### src/rtl/addsub_arbiter.sv
// -----------------------------------------------------------------------------
// addsub_arbiter
//
// Shares one external combinational 2-bit adder ({cout,s1,s0} = a + b) between
// two requesters. A request is granted round-robin, its operands are driven
// onto dp_* and held for SETTLE cycles, then the adder result is captured and
// returned on a valid/ready response channel tagged with the requester id.
//
// Optional feature: define ADDSUB_ARB_STATS_EN to add the saturating per-
// requester grant counters grant_cnt0/grant_cnt1 (CNT_W bits each).
//
// Parameters
//   SETTLE  cycles operands are held on dp_* before capture (1..15)
//   CNT_W   grant counter width (only meaningful with ADDSUB_ARB_STATS_EN)
//
// Ports
//   clk, reset_n            clock, asynchronous active-low reset
//   req0_* / req1_*         request channels: valid, a[1:0], b[1:0], ready
//   rsp_valid/id/data/ready response channel, data = {cout,s1,s0}
//   dp_a1,dp_a0,dp_b1,dp_b0 operand bits to the adder
//   dp_cout,dp_s1,dp_s0     adder result bits
//   busy                    high whenever a transaction is in flight
//   grant_cnt0/grant_cnt1   accept counters (ADDSUB_ARB_STATS_EN only)
// -----------------------------------------------------------------------------
module addsub_arbiter #(
  parameter int SETTLE = 1,
  parameter int CNT_W  = 8
) (
  input  logic       clk,
  input  logic       reset_n,
  input  logic       req0_valid,
  input  logic [1:0] req0_a,
  input  logic [1:0] req0_b,
  output logic       req0_ready,
  input  logic       req1_valid,
  input  logic [1:0] req1_a,
  input  logic [1:0] req1_b,
  output logic       req1_ready,
  output logic       rsp_valid,
  output logic       rsp_id,
  output logic [2:0] rsp_data,
  input  logic       rsp_ready,
  output logic       dp_a1,
  output logic       dp_a0,
  output logic       dp_b1,
  output logic       dp_b0,
  input  logic       dp_cout,
  input  logic       dp_s1,
  input  logic       dp_s0,
  output logic       busy
`ifdef ADDSUB_ARB_STATS_EN
  ,
  output logic [CNT_W-1:0] grant_cnt0,
  output logic [CNT_W-1:0] grant_cnt1
`endif
);

  localparam logic [1:0] ST_IDLE   = 2'd0;
  localparam logic [1:0] ST_SETTLE = 2'd1;
  localparam logic [1:0] ST_RESP   = 2'd2;

  // Settle counter value in the cycle the result is captured.
  localparam logic [3:0] LP_CNT_LAST = 4'(SETTLE - 1);

  if (SETTLE < 1 || SETTLE > 15) begin : g_settle_range
    $error("addsub_arbiter: SETTLE must be within 1..15");
  end
  if (CNT_W < 1) begin : g_cnt_w_range
    $error("addsub_arbiter: CNT_W must be at least 1");
  end

  logic [1:0] r_state;
  logic       r_last_grant;
  logic [3:0] r_cnt;
  logic [1:0] r_a;
  logic [1:0] r_b;
  logic       r_rsp_valid;
  logic       r_rsp_id;
  logic [2:0] r_rsp_data;

  logic       w_idle;
  logic       w_sel;
  logic       w_accept;
  logic [1:0] w_a;
  logic [1:0] w_b;

  // Round-robin select: a lone requester wins outright; on a tie the
  // requester that did not win last time is chosen.
  // NOTE: every signal assigned in always_comb gets a value on every path
  // (default first), otherwise synthesis infers a latch.
  always_comb begin
    w_sel = 1'b0;
    if (req0_valid && req1_valid) begin
      w_sel = ~r_last_grant;
    end else if (req1_valid) begin
      w_sel = 1'b1;
    end
  end

  assign w_idle     = (r_state == ST_IDLE);
  assign w_accept   = w_idle && (req0_valid || req1_valid);
  assign req0_ready = w_idle && !w_sel && req0_valid;
  assign req1_ready = w_idle &&  w_sel && req1_valid;
  assign w_a        = w_sel ? req1_a : req0_a;
  assign w_b        = w_sel ? req1_b : req0_b;

  // NOTE: sequential state uses non-blocking assignments so every register
  // samples pre-edge values regardless of statement order.
  always_ff @(posedge clk or negedge reset_n) begin
    if (!reset_n) begin
      r_state      <= ST_IDLE;
      r_last_grant <= 1'b1;   // makes requester 0 win the first tie
      r_cnt        <= '0;
      r_a          <= '0;
      r_b          <= '0;
      r_rsp_valid  <= 1'b0;
      r_rsp_id     <= 1'b0;
      r_rsp_data   <= '0;
    end else begin
      case (r_state)
        ST_IDLE: begin
          if (w_accept) begin
            r_a          <= w_a;
            r_b          <= w_b;
            r_rsp_id     <= w_sel;
            r_last_grant <= w_sel;
            r_cnt        <= '0;
            r_state      <= ST_SETTLE;
          end
        end
        ST_SETTLE: begin
          r_cnt <= r_cnt + 4'd1;
          if (r_cnt == LP_CNT_LAST) begin
            r_rsp_data  <= {dp_cout, dp_s1, dp_s0};
            r_rsp_valid <= 1'b1;
            r_state     <= ST_RESP;
          end
        end
        ST_RESP: begin
          if (rsp_ready) begin
            r_rsp_valid <= 1'b0;
            r_state     <= ST_IDLE;
          end
        end
        default: r_state <= ST_IDLE;
      endcase
    end
  end

  // Operands stay on the adder after the response; only reset clears them.
  assign dp_a1     = r_a[1];
  assign dp_a0     = r_a[0];
  assign dp_b1     = r_b[1];
  assign dp_b0     = r_b[0];
  assign rsp_valid = r_rsp_valid;
  assign rsp_id    = r_rsp_id;
  assign rsp_data  = r_rsp_data;
  assign busy      = !w_idle;

`ifdef ADDSUB_ARB_STATS_EN
  logic [CNT_W-1:0] r_grant_cnt0;
  logic [CNT_W-1:0] r_grant_cnt1;

  // Saturating accept counters: they stick at all-ones instead of wrapping.
  always_ff @(posedge clk or negedge reset_n) begin
    if (!reset_n) begin
      r_grant_cnt0 <= '0;
      r_grant_cnt1 <= '0;
    end else begin
      if (req0_ready && (r_grant_cnt0 != '1)) begin
        r_grant_cnt0 <= r_grant_cnt0 + CNT_W'(1);
      end
      if (req1_ready && (r_grant_cnt1 != '1)) begin
        r_grant_cnt1 <= r_grant_cnt1 + CNT_W'(1);
      end
    end
  end

  assign grant_cnt0 = r_grant_cnt0;
  assign grant_cnt1 = r_grant_cnt1;
`endif

endmodule

### config.mk
export PLATFORM = sky130hd
export DESIGN_NAME = addsub_arbiter
export DESIGN_NICKNAME = d
export VERILOG_FILES = /design/src/rtl/addsub_arbiter.sv
export SDC_FILE = /design/constraint.sdc
export NUM_CORES = 1
export LEC_CHECK = 0
export ABC_AREA = 0
export CAP_MARGIN = 10
export CORE_UTILIZATION = 40
export CTS_CLUSTER_DIAMETER = 80
export DETAILED_ROUTE_END_ITERATION = 10
export GPL_ROUTABILITY_DRIVEN = 0
export PLACE_DENSITY = 0.73
export SYNTH_ARGS = -nofsm -noshare
export SYNTH_HDL_FRONTEND = slang
export SYNTH_SLANG_ARGS = --single-unit
export TNS_END_PERCENT = 10
### constraint.sdc
create_clock -name clk -period 1.8 [get_ports clk]
set_input_delay 0.36 -clock clk [delete_from_list [all_inputs] [get_ports clk]]
set_output_delay 0.36 -clock clk [all_outputs]
set_load 0.03 [all_outputs]
== Word-level counts from Yosys, hierarchy flattened ==
Cells that the tools add are included.
Operators by class
  add/subtract/negate cells: 1
  eq/ne operators: 5
  multiplexer cells: 13
  bitwise gates (word level): 1
  reductions and logical operators: 18
Operator list (count)
  2-to-1 mux 2 bit: 5
  case mux 4 bit (2 select lines): 1
  logical AND 1 bit: 6
  case mux 2 bit (3 select lines): 1
  AND reduction 2 bit: 3
  AND reduction 3 bit: 2
  adder 4 x 1 -> 4 bit (second input constant): 1
  zero test 4 bit: 1
  2-to-1 mux 1 bit: 4
  2-to-1 mux 4 bit: 1
  inequality test 2 bit (second input constant): 2
  nonzero test 2 bit: 2
  equality test 2 x 1 -> 1 bit (second input constant): 1
  equality test 2 bit (second input constant): 1
  zero test 1 bit: 2
  zero test 2 bit: 1
  inequality test 2 x 1 -> 1 bit (second input constant): 1
  case mux 1 bit (2 select lines): 1
  logical OR 1 bit: 1
  NOT 1 bit: 1
Word-level totals
  flip-flop bits (word level): 16
  input bits: 16

== Logic depth before layout (Yosys ltp) ==
Gate-level depths: netlist (run 1).
  depth in word-level cells: 5
  depth in mapped cells: 5

== Least setup slack after synthesis (run 1) ==
No wires, ideal clock.
  kind: flip-flop to output port
  from: reg r_state[0]
  to: out req0_ready
  data arrival time: 1.069 ns
  required time: 1.440 ns
  path slack: 0.371 ns
  stages on the path, launching flop included: 4
  path buffers: 0
  path through: dfrtp_1 -> nor2_2 -> nand2_1 -> nor2_1
On the way
  word-level cells in the longest chain between the ends: 3
Ends and longest elaborated chain
  from (decl): RTL line 72  | logic [1:0] r_state;
  from (signal assigned): RTL line 111  | r_state <= ST_IDLE;
  from (signal assigned): RTL line 128  | r_state <= ST_SETTLE;
  from (signal assigned): RTL line 136  | r_state <= ST_RESP;
  zero test 2 bit: RTL line 100  | assign w_idle = (r_state == ST_IDLE);
  logical AND 1 bit (2 in series): RTL line 102  | assign req0_ready = w_idle && !w_sel && req0_valid;
  to (decl): RTL line 34  | output logic req0_ready,
Every way passes these cells.

== Final worst setup path (run 1) ==
  from: in req1_valid
  to: out req1_ready
On the way
  word-level cells in the longest chain between the ends: 4
Ends and longest elaborated chain
  from (decl): RTL line 35  | input logic req1_valid,
  2-to-1 mux 1 bit or logical AND 1 bit (tied branches): RTL line 95, 93
  2-to-1 mux 1 bit: RTL line 93  | if (req0_valid && req1_valid) begin
  logical AND 1 bit: RTL line 103  | assign req1_ready = w_idle && w_sel && req1_valid;
  logical AND 1 bit (*): RTL line 103
  to (decl): RTL line 38  | output logic req1_ready,
Mark *: on every way between the ends. The rest lies on a longest branch, timed or not.

==> flow_summary.yaml, run 1 <==
timing:
  post-route-period-util_pct: 96.2
  finalMaxSlewViolations: 0
  hold_violations: 0
  tightest_slew_ns: 0.335
  rsz0062_at_grt: "false"
  fmax_mhz: 578
  hold_ws_ns: 0.381
  finClkSkew_ns: 0.00989
  tns_ns: 0
  slew_headroom_pct: 77.5
  setup-violations-final: 0
  fin_crit_ns: 1.73
  layout_setup_ws_ns: 0.0691
setup_path:
  reg2regPathDepth: 5
  required_ns: 1.44
  cpMaxStageDelayCell: "clkdlybuf4s50_1"
  critPathCaptureType: "primary output"
  startpoint_type: "input port"
  path_class: "input port to primary output"
  cp_max_fo: 4
  worstPathCellList: "clkdlybuf4s50_1 -> a21boi_4 -> and2_4 -> buf_4"
  crit_arrival_ns: 1.37
  slowest_delay_ns: 0.49
outcome:
  status: "complete, no violations"
synthesis:
  synth.distinct_cells: 26
  netlist_instances: 64
  ys_seq_elements: 16
  ys_warn_count: 0
  syn_nets: 82
  ys_seq_area_share_pct: 52.5
  syn-cell-area_um2: 764
  synth_area_per_cell_um2: 11.9
global_routing:
  antenna_found_initial: 0
  grt_max_degree: 17
  grt-ovfl-total: 0
  grt_pass1_wl_um: 2300
  grt_pass1_vias: 532
  grt_use_total_pct: 15.4
drt:
  drc: 0
  via_count: 585
  firstDrtPassIters: 4
  wl_per_cell_um: 11.2
  routed_wl_um: 1410
  avgViaCountPerCell: 4.68
  drt_iter0_drc: 7
  ant_nets: 0
clocking:
  h-tree-depth: 1
  root_buffer: "clkbuf_4"
  clock_path_buffers: 2
  cts_tree: "built"
  clk_pin_slew_ns: 0.09
  clkLatencyLatePin_ns: 0.28
  cts.sinks: 16
  cts_buffers: 3
placement:
  port-buffer-count: 27
  pre_cts_ws_ns: -0.0849
  hpwl_um: 1030
  place_inst: 120
floorplan:
  die_h_um: 45.7
  initial_core_util_pct: 43.3
  die_area_um2: 2090
  rows: 15
  io_pins: 28
  die_width_um: 45.7
  core_area_um2: 1760
worst_hold_path:
  hold_path.class: "input port to asynchronous set/reset pin"
cells_and_area:
  final_util_pct: 64.2
  layout_common_cells: "clkdlybuf4s50_1, dfrtp_1, buf_4"
  multi_input_area_um2: 357
  drive_gt1_share_pct: 23.0
  nFillCells: 163
  regArea_um2: 402
  diodes: 0
  area_growth_pct: 48.1
  final_common_cell: "clkdlybuf4s50_1"
  nNetsFinal: 119
  fin_cells: 125
power:
  ir_worst_vdd_mv: 1.01
  p_per_area_nw_per_um2: 1720
  p_leak_nw: 0.515
flow_run:
  drv_cap: 0
[cell families after synthesis]
| logic type | share of synthesized area, % |
|---|---|
| XOR/XNOR | 2.29 |
| AO/OA/AOI/OAI | 10.5 |
| adder cells (fa/ha/maj) | 3.27 |
| flip-flops | 52.5 |
| multiplexers | 17.7 |
| AND/OR/NAND/NOR | 11.8 |
| buffers and inverters | 1.96 |
[routing by layer]
metal / vias up / share of wire (%) / track usage [%]
met4: 0 / 0.85 / 7.06
met3: 2 / 5.6 / 2.38
met2: 19 / 44 / 21.4
li1: 290 / - / -
met5: - / 0 / 0
met1: 274 / 50 / 23.3
[state kept, by name, indices dropped and copies added, names as in the netlist]
register / flops
r_a: 2
r_b: 2
rsp_valid: 1
r_last_grant: 1
rsp_data: 3
rsp_id: 1
r_state: 2
r_cnt: 4
[stage by stage]
| stage | cell area (um^2) | power (mW) |
|---|---|---|
| 4_1_cts | 1120 | 1.97 |
| 2_1_floorplan | 764 | 1.36 |
| 6_report | 1130 | 1.95 |
| 5_1_grt | 1130 | 2.09 |
| 3_3_place_gp | 1090 | 1.74 |
| 3_5_place_dp | 1090 | 1.76 |
[cells in the mapped netlist]
library cell   n  share of area (%)
and2_2         1               0.98
mux2_4         3                5.9
nand2_2        1               0.82
a21o_1         2                2.0
nor2_2         1               0.82
a21boi_2       1                1.5
a21oi_1        1               0.65
mux2_1         4                5.9
o22ai_1        1               0.82
o21a_2         1                1.1
o31ai_1        1               0.98
nor3b_1        1               0.98
mux2_2         4                5.9
a31oi_1        1               0.82
dfstp_2        1                3.4
nand2b_1       2                1.6
inv_1          4                2.0
o21ai_0        4                2.6
nand2_1        4                2.0
dfrtp_1       15                 49
nand3_1        1               0.65
xor2_1         2                2.3
ha_1           2                3.3
nand3b_1       1               0.98
nor2_1         4                2.0
and2b_1        1               0.98
[worst paths after layout]
check                                startpoint                  endpoint  slack (ns)
min reg2reg                  rsp_id$_DFFE_PN0P_        rsp_id$_DFFE_PN0P_        0.49
min                                     reset_n      r_cnt[0]$_DFFE_PN0P_        0.38
max                                  req1_valid                req1_ready        0.07
min in group clk             rsp_id$_DFFE_PN0P_        rsp_id$_DFFE_PN0P_        0.49
max in group asynchronous               reset_n  r_last_grant$_DFFE_PN1P_        1.16
max reg2reg                r_cnt[0]$_DFFE_PN0P_   rsp_data[0]$_DFFE_PN0P_        0.24
[power by group]
group | internal, mW | switching (mW) | total, mW
clock network | 0.0858 | 0.105 | 0.191
registers | 0.542 | 0.130 | 0.673
logic | 0.529 | 0.558 | 1.09
total | 1.16 | 0.794 | 1.95
[worst max-delay path: cells and delay by family]
kind	cells	cell delay, ns
buffers and inverters	2	0.64
AOI/OAI and AO/OA	1	0.21
and+or+nand+nor	1	0.16
[area by class of cell]
type,instances,share of cell area [%]
flip-flops and latches,16,35.5
repair buffers,32,26.6
inverters,4,1.33
clock buffers,4,2.32
well taps,25,2.76
multi-input cells,44,31.5
[what timing repair did]
action / in CTS / in global routing
hold buffers: 0 / 0
buffers inserted: 0 / 1
endpoints found under the setup margin: 2 / 1
resized for setup: 3 / 0
Power figures use the tool's default switching activity.
==> run 2, diff against run 1 <==
--- a/config.mk
+++ b/config.mk
@@ -7,11 +7,10 @@
 export LEC_CHECK = 0
 export ABC_AREA = 0
 export CAP_MARGIN = 10
-export CORE_UTILIZATION = 40
+export CORE_UTILIZATION = 30
 export CTS_CLUSTER_DIAMETER = 80
 export DETAILED_ROUTE_END_ITERATION = 10
 export GPL_ROUTABILITY_DRIVEN = 0
-export PLACE_DENSITY = 0.73
 export SYNTH_ARGS = -nofsm -noshare
 export SYNTH_HDL_FRONTEND = slang
 export SYNTH_SLANG_ARGS = --single-unit
==> run 2 against run 1 <==
  * Design area grew 1.2%
  * Clock skew grew 0.0032 ns
  * Critical endpoint is now req0_ready
  * Wire length grew 10%
  * Non-clock buffer count is the same
  * Critical path type unchanged
  * Largest cell class unchanged
  * Highest routed layer unchanged
==> flow_summary.yaml, run 2 (synthesis gave the netlist of run 1 again) <==
drt:
  routed_wl_um: 1550
  firstDrtPassIters: 4
  drc: 0
  wl_per_cell_um: 12.1
  drt_iter0_drc: 6
  ant_nets: 0
  avgViaCountPerCell: 4.54
  via_count: 581
cells_and_area:
  stdcell_area_um2: 1150
  final_common_cell: "clkdlybuf4s50_1"
  largest_reg_flops: 4
  layout_common_cells: "clkdlybuf4s50_1, dfrtp_1, buf_4"
  diodes: 0
  nNetsFinal: 119
  fin_cells: 128
  final_util_pct: 49.9
  area_growth_pct: 49.9
  regMostFlops: "r_cnt"
  drive_gt1_share_pct: 24.0
clocking:
  clock_path_buffers: 2
  h-tree-depth: 1
  clk_pin_slew_ns: 0.10
  cts_buffers: 3
  cts.sinks: 16
  root_buffer: "clkbuf_4"
  clkLatencyLatePin_ns: 0.29
  cts_tree: "built"
  holdBufCountCts: 0
timing:
  fin_crit_ns: 1.71
  finClkSkew_ns: 0.0131
  fmax_mhz: 585
  tightest_slew_ns: 0.322
  slew_headroom_pct: 78.3
  post-route-period-util_pct: 94.9
  hold_violations: 0
  setup-violations-final: 0
  rsz0062_at_grt: "false"
  finalMaxSlewViolations: 0
  hold_ws_ns: 0.375
floorplan:
  initial_core_util_pct: 33.3
  core_area_um2: 2300
  die_area_um2: 2750
  die_h_um: 52.5
  rows: 17
  io_pins: 28
  die_width_um: 52.5
global_routing:
  antenna_found_initial: 0
  grt_max_degree: 17
  grt_pass1_wl_um: 2590
  grt-ovfl-total: 0
  grt_pass1_vias: 594
  grt_use_total_pct: 13.2
outcome:
  status: "complete, no violations"
power:
  power_mw: 2.00
  p_per_area_nw_per_um2: 1740
  p_leak_nw: 0.521
  ir_worst_vdd_mv: 0.832
setup_path:
  worstPathCellList: "clkdlybuf4s50_1 -> buf_4 -> nand2_1 -> nor2_1 -> buf_4"
  slowest_delay_ns: 0.53
  critPathCaptureType: "primary output"
  path_class: "input port to primary output"
  cpMostUsedCell: "buf_4"
  crit_arrival_ns: 1.35
  path_buf_inv: 3
  crit_family: "buffers and inverters"
  required_ns: 1.44
  cpMaxStageDelayCell: "clkdlybuf4s50_1"
  startpoint_type: "input port"
  cp_max_fo: 4
placement:
  hpwl_um: 1230
  port-buffer-count: 27
  post_dp_cell_area_um2: 1090
  place_inst: 123
flow_run:
  drv_cap: 0
worst_hold_path:
  hold_path.class: "input port to asynchronous set/reset pin"
[run 2: cell counts in the layout (fill, tap and decap cells not counted)]
Identical to the previous run, type by type.
[run 2: worst reg2reg max path, stage by stage, from the launching register on]
cell and delay, ns:
dfrtp_1 0.43, inv_1 0.09, ha_1 0.16, nor3b_1 0.30, nand2_2 0.17, mux2_4 0.32
[run 2: per-stage QoR]
stage,TNS (ns),setup WS (ns)
floorplan,0,0.371
global placement,-0.321,-0.0678
detailed placement,-0.399,-0.0899
CTS,0,0.00371
global route,0,0.0367
finish,0,0.0916
[run 2: final timing paths]
kind,slack (ns),start,end,cells past startpoint
worst max-delay path,0.09,req0_valid,req0_ready,5
worst min register to register,0.51,rsp_id$_DFFE_PN0P_,rsp_id$_DFFE_PN0P_,1
max in group asynchronous,1.18,reset_n,r_last_grant$_DFFE_PN1P_,2
min in group clk,0.51,rsp_id$_DFFE_PN0P_,rsp_id$_DFFE_PN0P_,1
worst min-delay path,0.38,reset_n,rsp_id$_DFFE_PN0P_,2
worst max register to register,0.20,r_cnt[0]$_DFFE_PN0P_,rsp_data[1]$_DFFE_PN0P_,5
[run 2: cell type report]
class                           instances  area [um^2]
Clock buffer                            4         36.3
Fill cell                             224         1150
Inverter                                4         15.0
Multi-Input combinational cell         44          357
Sequential cell                        16          402
Tap cell                               28         35.0
Timing Repair Buffer                   32          302
[run 2: timing repair]
| action | in CTS | in global routing |
|---|---|---|
| gates resized for setup | 3 | 0 |
| setup buffers | 0 | 1 |
| cloned | 0 | 0 |
| endpoints found under the setup margin | 2 | 1 |
[run 2: routing by layer]
metal	track usage [%]	wire length, um	vias up
met5	0	0	-
met4	3.95	11	0
met3	5.51	60	2
met2	20.9	732	10
met1	16.3	741	275
li1	-	-	294
[run 2: report_power, final]
part | internal (mW) | switching [mW] | total (mW)
Combinational | 0.529 | 0.560 | 1.09
Sequential | 0.542 | 0.128 | 0.670
Clock | 0.123 | 0.115 | 0.238
Total | 1.19 | 0.803 | 2.00
